### config.mk
export PLATFORM = sky130hd
export DESIGN_NAME = uart_rx_flat
export DESIGN_NICKNAME = d
export VERILOG_FILES = /design/src/rtl/uart_pkg.sv /design/src/rtl/uart_rx_if.sv /design/src/rtl/uart_baud_counter.sv /design/src/rtl/uart_rx.sv /design/src/flat_wrapper.sv
export SDC_FILE = /design/constraint.sdc
export NUM_CORES = 1
export LEC_CHECK = 0
export BUFFER_PORTS_ARGS = -buffer_cell sky130_fd_sc_hd__buf_2
export CAP_MARGIN = 20
export CORE_MARGIN = 2
export CORE_UTILIZATION = 32
export DETAILED_ROUTE_END_ITERATION = 7
export PLACE_DENSITY = 0.51
export SLEW_MARGIN = 10
export SYNTH_ARGS = -nofsm -noshare
export SYNTH_HDL_FRONTEND = slang
export SYNTH_SLANG_ARGS = --single-unit
### constraint.sdc
create_clock -name clk -period 3.1 [get_ports clk]
set_input_delay 0.62 -clock clk [delete_from_list [all_inputs] [get_ports clk]]
set_output_delay 0.62 -clock clk [all_outputs]
set_load 0.005 [all_outputs]
### src/rtl/uart_pkg.sv
// rtl/uart_pkg.sv - shared UART constants: FSM state encoding and default bit time
// Purpose: state encoding and default CLKS_PER_BIT shared by uart_rx and uart_tx.
// Ports: none (package).
package uart_pkg;

  // 50 MHz / 115200 baud
  localparam int UART_CLKS_PER_BIT = 434;

  typedef enum logic [2:0] {
    IDLE      = 3'd0,
    START     = 3'd1,
    DATA      = 3'd2,
    STOP      = 3'd3,
    WAIT_IDLE = 3'd4,
    PARITY    = 3'd5
  } uart_state_e;

endpackage

### src/rtl/uart_rx_if.sv
// rtl/uart_rx_if.sv - receiver-side signal bundle between serial line, uart_rx and the controller
// Purpose: groups the uart_rx line, read handshake and status signals.
// Signals: i_rx (serial line), i_read (consume pulse), o_data[7:0], o_valid,
//          o_frame_err, o_overrun, o_busy, o_parity_err (only with UART_RX_PARITY_EN).
// Modports: slave = receiver (uart_rx), master = line driver / controller side.
// Config macro: UART_RX_PARITY_EN adds o_parity_err.
interface uart_rx_if;
  logic       i_rx;
  logic       i_read;
  logic [7:0] o_data;
  logic       o_valid;
  logic       o_frame_err;
  logic       o_overrun;
  logic       o_busy;
`ifdef UART_RX_PARITY_EN
  logic       o_parity_err;

  modport slave (input i_rx, i_read,
                 output o_data, o_valid, o_frame_err, o_overrun, o_busy, o_parity_err);
  modport master (output i_rx, i_read,
                  input o_data, o_valid, o_frame_err, o_overrun, o_busy, o_parity_err);
`else
  modport slave (input i_rx, i_read,
                 output o_data, o_valid, o_frame_err, o_overrun, o_busy);
  modport master (output i_rx, i_read,
                  input o_data, o_valid, o_frame_err, o_overrun, o_busy);
`endif
endinterface

### src/rtl/uart_baud_counter.sv
// rtl/uart_baud_counter.sv - bit-time counter producing one sample strobe per bit time
// Purpose: counts 0..CLKS_PER_BIT-1 and wraps, asserting o_tick on the last count.
// Ports: clk, reset (async, active-high), i_restart (reload counter),
//        i_half (with i_restart: first tick after CLKS_PER_BIT/2 cycles), o_tick (sample strobe).
module uart_baud_counter
  import uart_pkg::*;
#(
  parameter int CLKS_PER_BIT = UART_CLKS_PER_BIT
) (
  input  logic clk,
  input  logic reset,
  input  logic i_restart,
  input  logic i_half,
  output logic o_tick
);

  localparam int W = $clog2(CLKS_PER_BIT);
  localparam logic [W-1:0] LAST = W'(CLKS_PER_BIT - 1);
  // Loading here puts the next tick exactly CLKS_PER_BIT/2 cycles after the restart edge.
  localparam logic [W-1:0] HALF_LOAD = W'(CLKS_PER_BIT - CLKS_PER_BIT / 2);

  logic [W-1:0] cnt_q, cnt_d;

  always_comb begin
    o_tick = (cnt_q == LAST);
    if (i_restart) begin
      cnt_d = i_half ? HALF_LOAD : '0;
    end else if (o_tick) begin
      cnt_d = '0;
    end else begin
      cnt_d = cnt_q + 1'b1;
    end
  end

  always_ff @(posedge clk or posedge reset) begin
    if (reset) cnt_q <= '0;
    else       cnt_q <= cnt_d;
  end

endmodule

### src/rtl/uart_rx.sv
// rtl/uart_rx.sv - oversampling 8N1 serial receiver with one-entry holding register
// Purpose: synchronizes i_rx, frames LSB-first characters, holds the byte until read,
//          flags framing errors (pulse) and overruns (sticky until read).
// Ports: clk, reset (async, active-high), bus (uart_rx_if.slave):
//        i_rx, i_read in; o_data, o_valid, o_frame_err, o_overrun, o_busy out.
// Config macro: UART_RX_PARITY_EN adds an even-parity bit and o_parity_err.
module uart_rx
  import uart_pkg::*;
#(
  parameter int CLKS_PER_BIT = UART_CLKS_PER_BIT
) (
  input  logic     clk,
  input  logic     reset,
  uart_rx_if.slave bus
);

  uart_state_e state_q, state_d;
  logic       sync1_q, rx_s;
  logic [2:0] bit_idx_q, bit_idx_d;
  logic [7:0] shift_q, shift_d;
  logic [7:0] data_q, data_d;
  logic       valid_q, valid_d;
  logic       overrun_q, overrun_d;
  logic       frame_err_q, frame_err_d;
  logic       tick;
`ifdef UART_RX_PARITY_EN
  logic       parity_bad_q, parity_bad_d;
  logic       parity_err_q, parity_err_d;
`endif

  // Two-flop synchronizer, idle-high so reset does not look like a start bit.
  always_ff @(posedge clk or posedge reset) begin
    if (reset) begin
      sync1_q <= 1'b1;
      rx_s    <= 1'b1;
    end else begin
      sync1_q <= bus.i_rx;
      rx_s    <= sync1_q;
    end
  end

  // Held in half-bit reload while idle so the first tick lands at start-bit mid-point.
  uart_baud_counter #(.CLKS_PER_BIT(CLKS_PER_BIT)) u_baud (
    .clk       (clk),
    .reset     (reset),
    .i_restart (state_q == IDLE),
    .i_half    (1'b1),
    .o_tick    (tick)
  );

  always_comb begin
    state_d     = state_q;
    bit_idx_d   = bit_idx_q;
    shift_d     = shift_q;
    data_d      = data_q;
    valid_d     = valid_q;
    overrun_d   = overrun_q;
    frame_err_d = 1'b0;
`ifdef UART_RX_PARITY_EN
    parity_bad_d = parity_bad_q;
    parity_err_d = 1'b0;
`endif

    if (bus.i_read && valid_q) begin
      valid_d   = 1'b0;
      overrun_d = 1'b0;
    end

    case (state_q)
      IDLE: begin
        if (!rx_s) begin
          bit_idx_d = 3'd0;
          state_d   = START;
        end
      end
      START: begin
        if (tick) state_d = rx_s ? IDLE : DATA;
      end
      DATA: begin
        if (tick) begin
          shift_d   = {rx_s, shift_q[7:1]};
          bit_idx_d = bit_idx_q + 3'd1;
          if (bit_idx_q == 3'd7) begin
`ifdef UART_RX_PARITY_EN
            state_d = PARITY;
`else
            state_d = STOP;
`endif
          end
        end
      end
`ifdef UART_RX_PARITY_EN
      PARITY: begin
        if (tick) begin
          // Even parity: data plus parity bit must hold an even number of ones.
          parity_bad_d = ^{shift_q, rx_s};
          state_d      = STOP;
        end
      end
`endif
      STOP: begin
        if (tick) begin
`ifdef UART_RX_PARITY_EN
          parity_err_d = parity_bad_q;
`endif
          if (rx_s) begin
            // A read in this same cycle frees the holding register for the new byte.
            if (!valid_q || bus.i_read) begin
              data_d  = shift_q;
              valid_d = 1'b1;
            end else begin
              overrun_d = 1'b1;
            end
            state_d = IDLE;
          end else begin
            frame_err_d = 1'b1;
            state_d     = WAIT_IDLE;
          end
        end
      end
      WAIT_IDLE: begin
        if (rx_s) state_d = IDLE;
      end
      default: state_d = IDLE;
    endcase
  end

  always_ff @(posedge clk or posedge reset) begin
    if (reset) begin
      state_q     <= IDLE;
      bit_idx_q   <= 3'd0;
      shift_q     <= 8'h00;
      data_q      <= 8'h00;
      valid_q     <= 1'b0;
      overrun_q   <= 1'b0;
      frame_err_q <= 1'b0;
`ifdef UART_RX_PARITY_EN
      parity_bad_q <= 1'b0;
      parity_err_q <= 1'b0;
`endif
    end else begin
      state_q     <= state_d;
      bit_idx_q   <= bit_idx_d;
      shift_q     <= shift_d;
      data_q      <= data_d;
      valid_q     <= valid_d;
      overrun_q   <= overrun_d;
      frame_err_q <= frame_err_d;
`ifdef UART_RX_PARITY_EN
      parity_bad_q <= parity_bad_d;
      parity_err_q <= parity_err_d;
`endif
    end
  end

  assign bus.o_data      = data_q;
  assign bus.o_valid     = valid_q;
  assign bus.o_frame_err = frame_err_q;
  assign bus.o_overrun   = overrun_q;
  assign bus.o_busy      = (state_q != IDLE);
`ifdef UART_RX_PARITY_EN
  assign bus.o_parity_err = parity_err_q;
`endif

endmodule

### src/flat_wrapper.sv
// flat-port wrapper written by rule: the top's interface ports become plain ports
module uart_rx_flat import uart_pkg::*;
#(
  parameter int CLKS_PER_BIT = UART_CLKS_PER_BIT
)
  (clk, reset, bus_i_rx, bus_i_read, bus_o_data, bus_o_valid, bus_o_frame_err, bus_o_overrun, bus_o_busy);
  uart_rx_if bus_i ();
  input  logic clk;
  input  logic reset;
  input wire logic [$bits(bus_i.i_rx)-1:0] bus_i_rx;
  input wire logic [$bits(bus_i.i_read)-1:0] bus_i_read;
  output wire logic [$bits(bus_i.o_data)-1:0] bus_o_data;
  output wire logic [$bits(bus_i.o_valid)-1:0] bus_o_valid;
  output wire logic [$bits(bus_i.o_frame_err)-1:0] bus_o_frame_err;
  output wire logic [$bits(bus_i.o_overrun)-1:0] bus_o_overrun;
  output wire logic [$bits(bus_i.o_busy)-1:0] bus_o_busy;
  assign bus_i.i_rx = bus_i_rx;
  assign bus_i.i_read = bus_i_read;
  assign bus_o_data = bus_i.o_data;
  assign bus_o_valid = bus_i.o_valid;
  assign bus_o_frame_err = bus_i.o_frame_err;
  assign bus_o_overrun = bus_i.o_overrun;
  assign bus_o_busy = bus_i.o_busy;
  uart_rx #(.CLKS_PER_BIT(CLKS_PER_BIT)) u_core (.clk(clk), .reset(reset), .bus(bus_i));
endmodule
==> metrics.md, run 1 <==
| Metric | Value |
|---|---|
| Outcome | complete, no violations |
| Clk Latency, worst-skew pair | 0.29 ns |
| Final Slew Violations | 0 |
| Clk pin slew, worst setup/hold paths | 0.08 ns |
| Worst vdd ir | 0.000230 V |
| Lkg Pwr | 0.905 nW |
| MaxCap Viol Count | 0 |
| Dominant synthesized flop cell | dfrtp_1 |
| Cell Area, Synth | 1710 µm² |
| Fin. Hold Viols | 0 |
| # hold bufs at CTS | 0 |
| Via/cell ratio | 5.03 |
| First-pass GRT wire length | 5550 µm |
| GRT Residual Overflow | 0 |
| CTS max path bufs | 2 |
| TritonCTS Sinks | 36 |
| Syn avg cell area | 11.6 µm² |
| Inserted Clock Buffers | 5 |
| Ant. Diodes | 0 |
| Count of unique library cells instantiated by Yosys | 40 |
| Worst setup EP type | output port |
| DRT iter0 DRCs | 35 |
| Tot GR Track Use | 11.7% |
| Ys Warns | 0 |
| Core Box Area | 5140 µm² |
| Horiz. Die Dim | 77.1 µm |
| Power Density | 429 nW/µm² |
| Final setup vio count | 0 |
| Async set-or-reset flop fraction in the synthesized netlist | 100% |
| CTS resizes | 0 |
| Antenna violations before repair | 0 |
| Worst slew margin | 54.1% |
| Antenna viol nets, final | 0 |
| Net count after synthesis | 155 |
| Starting Density | 33.3% |
| #FFs+latches synth | 36 |
| Vias in the first global route | 1205 |
| Fmax | 401 MHz |
| Via count | 1172 |
| Register area share after synthesis | 52.9% |
| CTS tree | done |
| Startpoint types | flip-flop |
| Worst hold-check path type | reg2reg |
| Sum Neg Setup Slack | 0 ns |
| Critical Path Fanout Max | 16 |
| Boundary pin count | 16 |
| Period utilization | 80.4% |
| Worst setup margin | 0.607 ns |
| DIE AREA | 5940 µm² |
| RSZ-0062 raised after global routing | false |
| Critical path arrival | 1.87 ns |
| Share of layout cells above drive strength 1 | 28.8% |
| Area Growth Syn to Fin | 12.1% |
| Port Buffers | 15 |
| Routability congestion estimate from global placement | 0.770 |
| Detailed Route WL | 3180 µm |
| Area after DPL | 1830 µm² |
| # fillers | 541 |
| Root buf cell | clkbuf_8 |
| Die height | 77.1 µm |
| Avg WL per Cell | 13.6 µm |
| EDFF count, synth | 0 |
| DRC | 0 |
| Pin count of the biggest net entering global routing | 37 |
| H-tree Lvls | 2 |
| Syn Inst Count | 147 |
| Clock skew | 0.00770 ns |
| Final std cell area, no fill | 1920 µm² |
| Worst-margin pin slew | 0.684 ns |
| Row count | 26 |
| WS Path Type | reg2out |
| Min Tclk post-route | 2.49 ns |
| Worst Path Required | 2.48 ns |
| Setup Slack @ Placement | 0.931 ns |
| Detailed-router iteration count before antenna repair | 4 |
| Post-CTS Repair Setup Buffers | 0 |
| Nets | 170 |
| Detailed placement HPWL | 2190 µm |
==> Yosys cell counts (3+ instances only) <==
library cell,instances,area (µm²)
a31oi_1,3,18.8
inv_1,7,26.3
nand4_1,6,37.5
nor2_1,4,15.0
dfrtp_1,34,851
and2_1,3,18.8
mux2_2,16,180
o21ai_0,9,45.0
and3_1,3,18.8
nand2b_1,3,18.8
nand3_1,7,35.0
nand2_1,7,26.3
o211ai_1,3,22.5
nor3_1,4,20.0
ha_1,4,50.1
==> power breakdown <==
group	internal [mW]	switching, mW
sequential	0.472	0.00160
combinational	0.00310	0.0101
clock	0.160	0.175
==> metrics by stage <==
stage	hold WS [ns]	utilization, %	instances	total power [mW]
2_1_floorplan	0.345	-	147	0.490
3_3_place_gp	0.347	35.5	225	0.496
3_5_place_dp	0.349	35.5	225	0.497
4_1_cts	0.361	37.3	233	0.834
5_1_grt	0.364	37.3	233	0.855
6_report	0.361	37.3	233	0.821
==> cell type report <==
| cell class | instances | area [µm²] | area share (%) |
|---|---|---|---|
| clock inverters | 2 | 16.3 | 0.849 |
| flip-flops and latches | 36 | 903 | 47.2 |
| inverters | 7 | 26.3 | 1.37 |
| multi-input cells | 96 | 727 | 37.9 |
| repair buffers | 16 | 82.6 | 4.31 |
| well taps | 70 | 87.6 | 4.57 |
| clock buffers | 6 | 72.6 | 3.79 |
==> critical path, cell delays in order (launching register included) <==
cell and delay, ns:
dfrtp_1 0.57, nor3_1 0.65, inv_1 0.19, buf_2 0.18
==> placed cells by master (no fill, tap or decap), types with 2 or more instances in the layout <==
cell type  instances
dfrtp_1           34
mux2_2            16
buf_2             15
o21ai_0            9
nand2_1            7
inv_1              7
nand3_1            7
nand4_1            6
clkbuf_8           5
nor3_1             4
nor2_1             4
ha_1               4
and3_1             3
nand2b_1           3
and2_1             3
o211ai_1           3
a31oi_1            3
and4b_1            2
nor2b_1            2
nand4_4            2
or4b_2             2
a21oi_1            2
dfstp_2            2
==> flip-flops by register name (all words and copies together), names as in the netlist <==
register and count:
u_core.rx_s 1, u_core.shift_q 8, u_core.state_q 3, u_core.bus.o_data 8
u_core.u_baud.cnt_q 9, u_core.bus.o_valid 1, u_core.bus.o_frame_err 1, u_core.bus.o_overrun 1
u_core.bit_idx_q 3, u_core.sync1_q 1
==> worst paths after layout <==
check                                       start                      to  slack [ns]  cells past startpoint
max in group asynchronous                   reset             u_core.rx_s        2.33                      3
min in group asynchronous                   reset       u_core.state_q[1]        0.42                      3
min                                u_core.sync1_q             u_core.rx_s        0.36                      0
max                             u_core.state_q[1]              bus_o_busy        0.61                      3
max reg2reg                u_core.u_baud.cnt_q[1]  u_core.bus.o_frame_err        1.03                      5
min reg2reg                        u_core.sync1_q             u_core.rx_s        0.36                      0
==> routing by layer <==
metal / global-route usage, % / part of all wire, % / vias up
li1: - / - / 571
met1: 14.6 / 49 / 581
met2: 18.7 / 47 / 15
met3: 2.71 / 2.5 / 5
met4: 6.43 / 1.9 / 0
met5: 0 / 0 / -
==> cell families after synthesis <==
group	after synthesis	share of synthesized area, %
AND/OR/NAND/NOR	51	19.6
flip-flops	36	52.9
AO/OA/AOI/OAI	24	8.93
multiplexers	16	10.5
buffers and inverters	15	4.61
adder cells (fa/ha/maj)	4	2.93
XOR/XNOR	1	0.513
Power figures use the tool's default switching activity.
==> run 2: changes to the inputs <==
--- a/config.mk
+++ b/config.mk
@@ -10,7 +10,7 @@
 export CORE_MARGIN = 2
 export CORE_UTILIZATION = 32
 export DETAILED_ROUTE_END_ITERATION = 7
-export PLACE_DENSITY = 0.51
+export PLACE_DENSITY = 0.53
 export SLEW_MARGIN = 10
 export SYNTH_ARGS = -nofsm -noshare
 export SYNTH_HDL_FRONTEND = slang
==> constraint.sdc (replaced) <==
create_clock -name clk -period 2.2 [get_ports clk]
set_input_delay 0.44 -clock clk [delete_from_list [all_inputs] [get_ports clk]]
set_output_delay 0.44 -clock clk [all_outputs]
set_load 0.005 [all_outputs]
==> run 2 against run 1 <==
Register-to-register slack worse by 0.79 ns; critical path type is now reg2reg; sequential power is 41% higher; power rose by 44%; via count is 2.2% higher.
==> metrics.md, run 2 (synthesis results as in run 1) <==
| Metric | Value |
|---|---|
| Worst vdd ir | 0.000462 V (was 0.000230 V) |
| Via count | 1198 (was 1172) |
| Worst-margin pin slew | 0.565 ns (was 0.684 ns) |
| CTS resizes | 0 (unchanged) |
| Comb pwr share | 1.5% (was 1.6%) |
| # hold bufs at CTS | 0 (unchanged) |
| Pin count of the biggest net entering global routing | 37 (unchanged) |
| Int Pwr | 0.922 mW (was 0.635 mW) |
| Critical Path Fanout Max | 13 (was 16) |
| Power Density | 609 nW/µm² (was 429 nW/µm²) |
| Cell total after placement | 228 (was 225) |
| CP Buf/Inv Count | 1 (was 2) |
| Worst Path Required | 2.38 ns (was 2.48 ns) |
| H-tree Lvls | 2 (unchanged) |
| Detailed-router iteration count before antenna repair | 4 (unchanged) |
| Fin util | 37.9% (was 37.3%) |
| Antenna viol nets, final | 0 (unchanged) |
| Share of layout cells above drive strength 1 | 30.7% (was 28.8%) |
| Worst hold-check path type | in2async (was reg2reg) |
| Antenna violations before repair | 0 (unchanged) |
| Starting Density | 33.3% (unchanged) |
| CP delay by family, top | simple AND/OR/NAND/NOR gates (unchanged) |
| Die height | 77.1 µm (unchanged) |
| Worst R2R Path Depth | 5 (unchanged) |
| Final Slew Violations | 0 (unchanged) |
| DRT iter0 DRCs | 83 (was 35) |
| CP Depth | 5 (was 3) |
| Fin. Hold Viols | 0 (unchanged) |
| Most frequent cells in the layout | dfrtp_1 (34), mux2_2 (16), buf_2 (15) (unchanged) |
| RSZ-0062 raised after global routing | false (unchanged) |
| Nets | 173 (was 170) |
| CTS tree | done (unchanged) |
| TritonCTS Sinks | 36 (unchanged) |
| Period utilization | 89.0% |
| Ant. Diodes | 0 (unchanged) |
| Post-CTS Repair Setup Buffers | 0 (unchanged) |
| Outcome | complete, no violations (unchanged) |
| Avg WL per Cell | 13.3 µm (was 13.6 µm) |
| WS Path Type | reg2reg (was reg2out) |
| Row count | 26 (unchanged) |
| Horiz. Die Dim | 77.1 µm (unchanged) |
| Tot GR Track Use | 11.9% (was 11.7%) |
| Routability congestion estimate from global placement | 0.789 (was 0.770) |
| Worst setup EP type | flip-flop (was output port) |
| GRT Residual Overflow | 0 (unchanged) |
| Sum Neg Setup Slack | 0 ns (unchanged) |
| Finished Layout Cells | 236 (was 233) |
| Via/cell ratio | 5.08 (was 5.03) |
| Worst r2r dst | u_core.bus.o_data[0] (was u_core.bus.o_frame_err) |
| Lkg Pwr | 0.923 nW (was 0.905 nW) |
| Startpoint types | flip-flop (unchanged) |
| CTS max path bufs | 2 (unchanged) |
| Switch share | 22.2% (was 22.7%) |
| Setup Slack @ Placement | 0.242 ns (was 0.931 ns) |
| First-pass GRT wire length | 5530 µm (was 5550 µm) |
| Top reg by flops | u_core.u_baud.cnt_q (unchanged) |
| Power, Total | 1.19 mW (was 0.821 mW) |
| Largest register FFs | 9 (unchanged) |
| R2R setup slack | 0.24 ns (was 1.03 ns) |
| Worst reg2reg startpoint | u_core.u_baud.cnt_q[1] (unchanged) |
| Clk Latency, worst-skew pair | 0.29 ns (about the same) |
| Vias in the first global route | 1208 (was 1205) |
| Boundary pin count | 16 (unchanged) |
| Critical path arrival | 2.14 ns (was 1.87 ns) |
| # fillers | 520 (was 541) |
| Final setup vio count | 0 (unchanged) |
| MaxCap Viol Count | 0 (unchanged) |
| Port Buffers | 15 (unchanged) |
| Detailed placement HPWL | 2220 µm (was 2190 µm) |
| Core Box Area | 5140 µm² (unchanged) |
| Clk pin slew, worst setup/hold paths | 0.08 ns (about the same) |
| DIE AREA | 5940 µm² (unchanged) |
| Crit-path cells | inv_1 > ha_1 > and4b_1 > nand4_4 > mux2_2 (was nor3_1 > inv_1 > buf_2) |
| DRC | 0 (unchanged) |
| Area Growth Syn to Fin | 13.9% (was 12.1%) |
| Root buf cell | clkbuf_8 (unchanged) |
| NetSw | 0.264 mW (was 0.186 mW) |
| Slowest CP cell | and4b_1 (was nor3_1) |
| Clock skew | 0.00544 ns (was 0.00770 ns) |
| Most common cell after layout, fill and taps aside | dfrtp_1 (unchanged) |
| Inserted Clock Buffers | 5 (unchanged) |
| Sequential share of power | 56.2% (was 57.6%) |
| Worst slew margin | 62.3% (was 54.1%) |
| Min Tclk post-route | 1.96 ns |
| Worst setup margin | 0.242 ns (was 0.607 ns) |
| Fmax | 511 MHz |
| Max incr delay on CP | 0.57 ns (was 0.65 ns) |
| Clk pwr share | 42.2% (was 40.7%) |
| Detailed Route WL | 3150 µm (was 3180 µm) |
[run 2: power by group through the flow]
stage | Sequential (mW) | Clock [mW] | Combinational (mW)
finish | 0.667 | 0.501 | 0.0183
global route | 0.667 | 0.552 | 0.0220
CTS | 0.667 | 0.521 | 0.0199
detailed placement | 0.680 | 0 | 0.0200
global placement | 0.680 | 0 | 0.0194
floorplan | 0.679 | 0 | 0.0117
[run 2: cell type report]
cell class                      count  area (µm²)  share of cell area (%)
Sequential cell                    36         903                    46.4
Timing Repair Buffer               19         105                    5.40
Tap cell                           70        87.6                    4.50
Inverter                            7        26.3                    1.35
Clock buffer                        6        82.6                    4.24
Multi-Input combinational cell     96         727                    37.3
Clock inverter                      2        15.0                   0.771
[run 2: worst max path at each step]
stage	slack, ns	startpoint	end
6_report	0.24	u_core.u_baud.cnt_q[1]	u_core.bus.o_data[0]
3_5_place_dp	0.24	u_core.u_baud.cnt_q[1]	u_core.bus.o_data[7]
5_1_grt	0.08	u_core.u_baud.cnt_q[1]	u_core.bus.o_data[0]
4_1_cts	0.24	u_core.u_baud.cnt_q[1]	u_core.bus.o_data[0]
3_3_place_gp	0.31	u_core.u_baud.cnt_q[1]	u_core.bus.o_frame_err
2_1_floorplan	0.62	u_core.u_baud.cnt_q[0]	u_core.u_baud.cnt_q[5]
[run 2: tightest hold or removal path, cell delays in order]
cell   delay (ns)
buf_2        0.09
inv_1        0.04
buf_4        0.38
[run 2: per-stage QoR]
stage	instance area (µm²)	hold slack, ns
floorplan	1710	0.345
global placement	1850	0.347
detailed placement	1850	0.347
CTS	1950	0.229
global route	1950	0.220
finish	1950	0.225
[run 2: per-layer routing]
metal	GRT usage, %	vias up	share of wire (%)	routed length (µm)
met4	6.61	0	2.4	77
li1	-	571	-	-
met5	0	-	0	0
met2	19.3	18	48	1500
met1	14.3	602	47	1470
met3	3.29	7	3.4	106
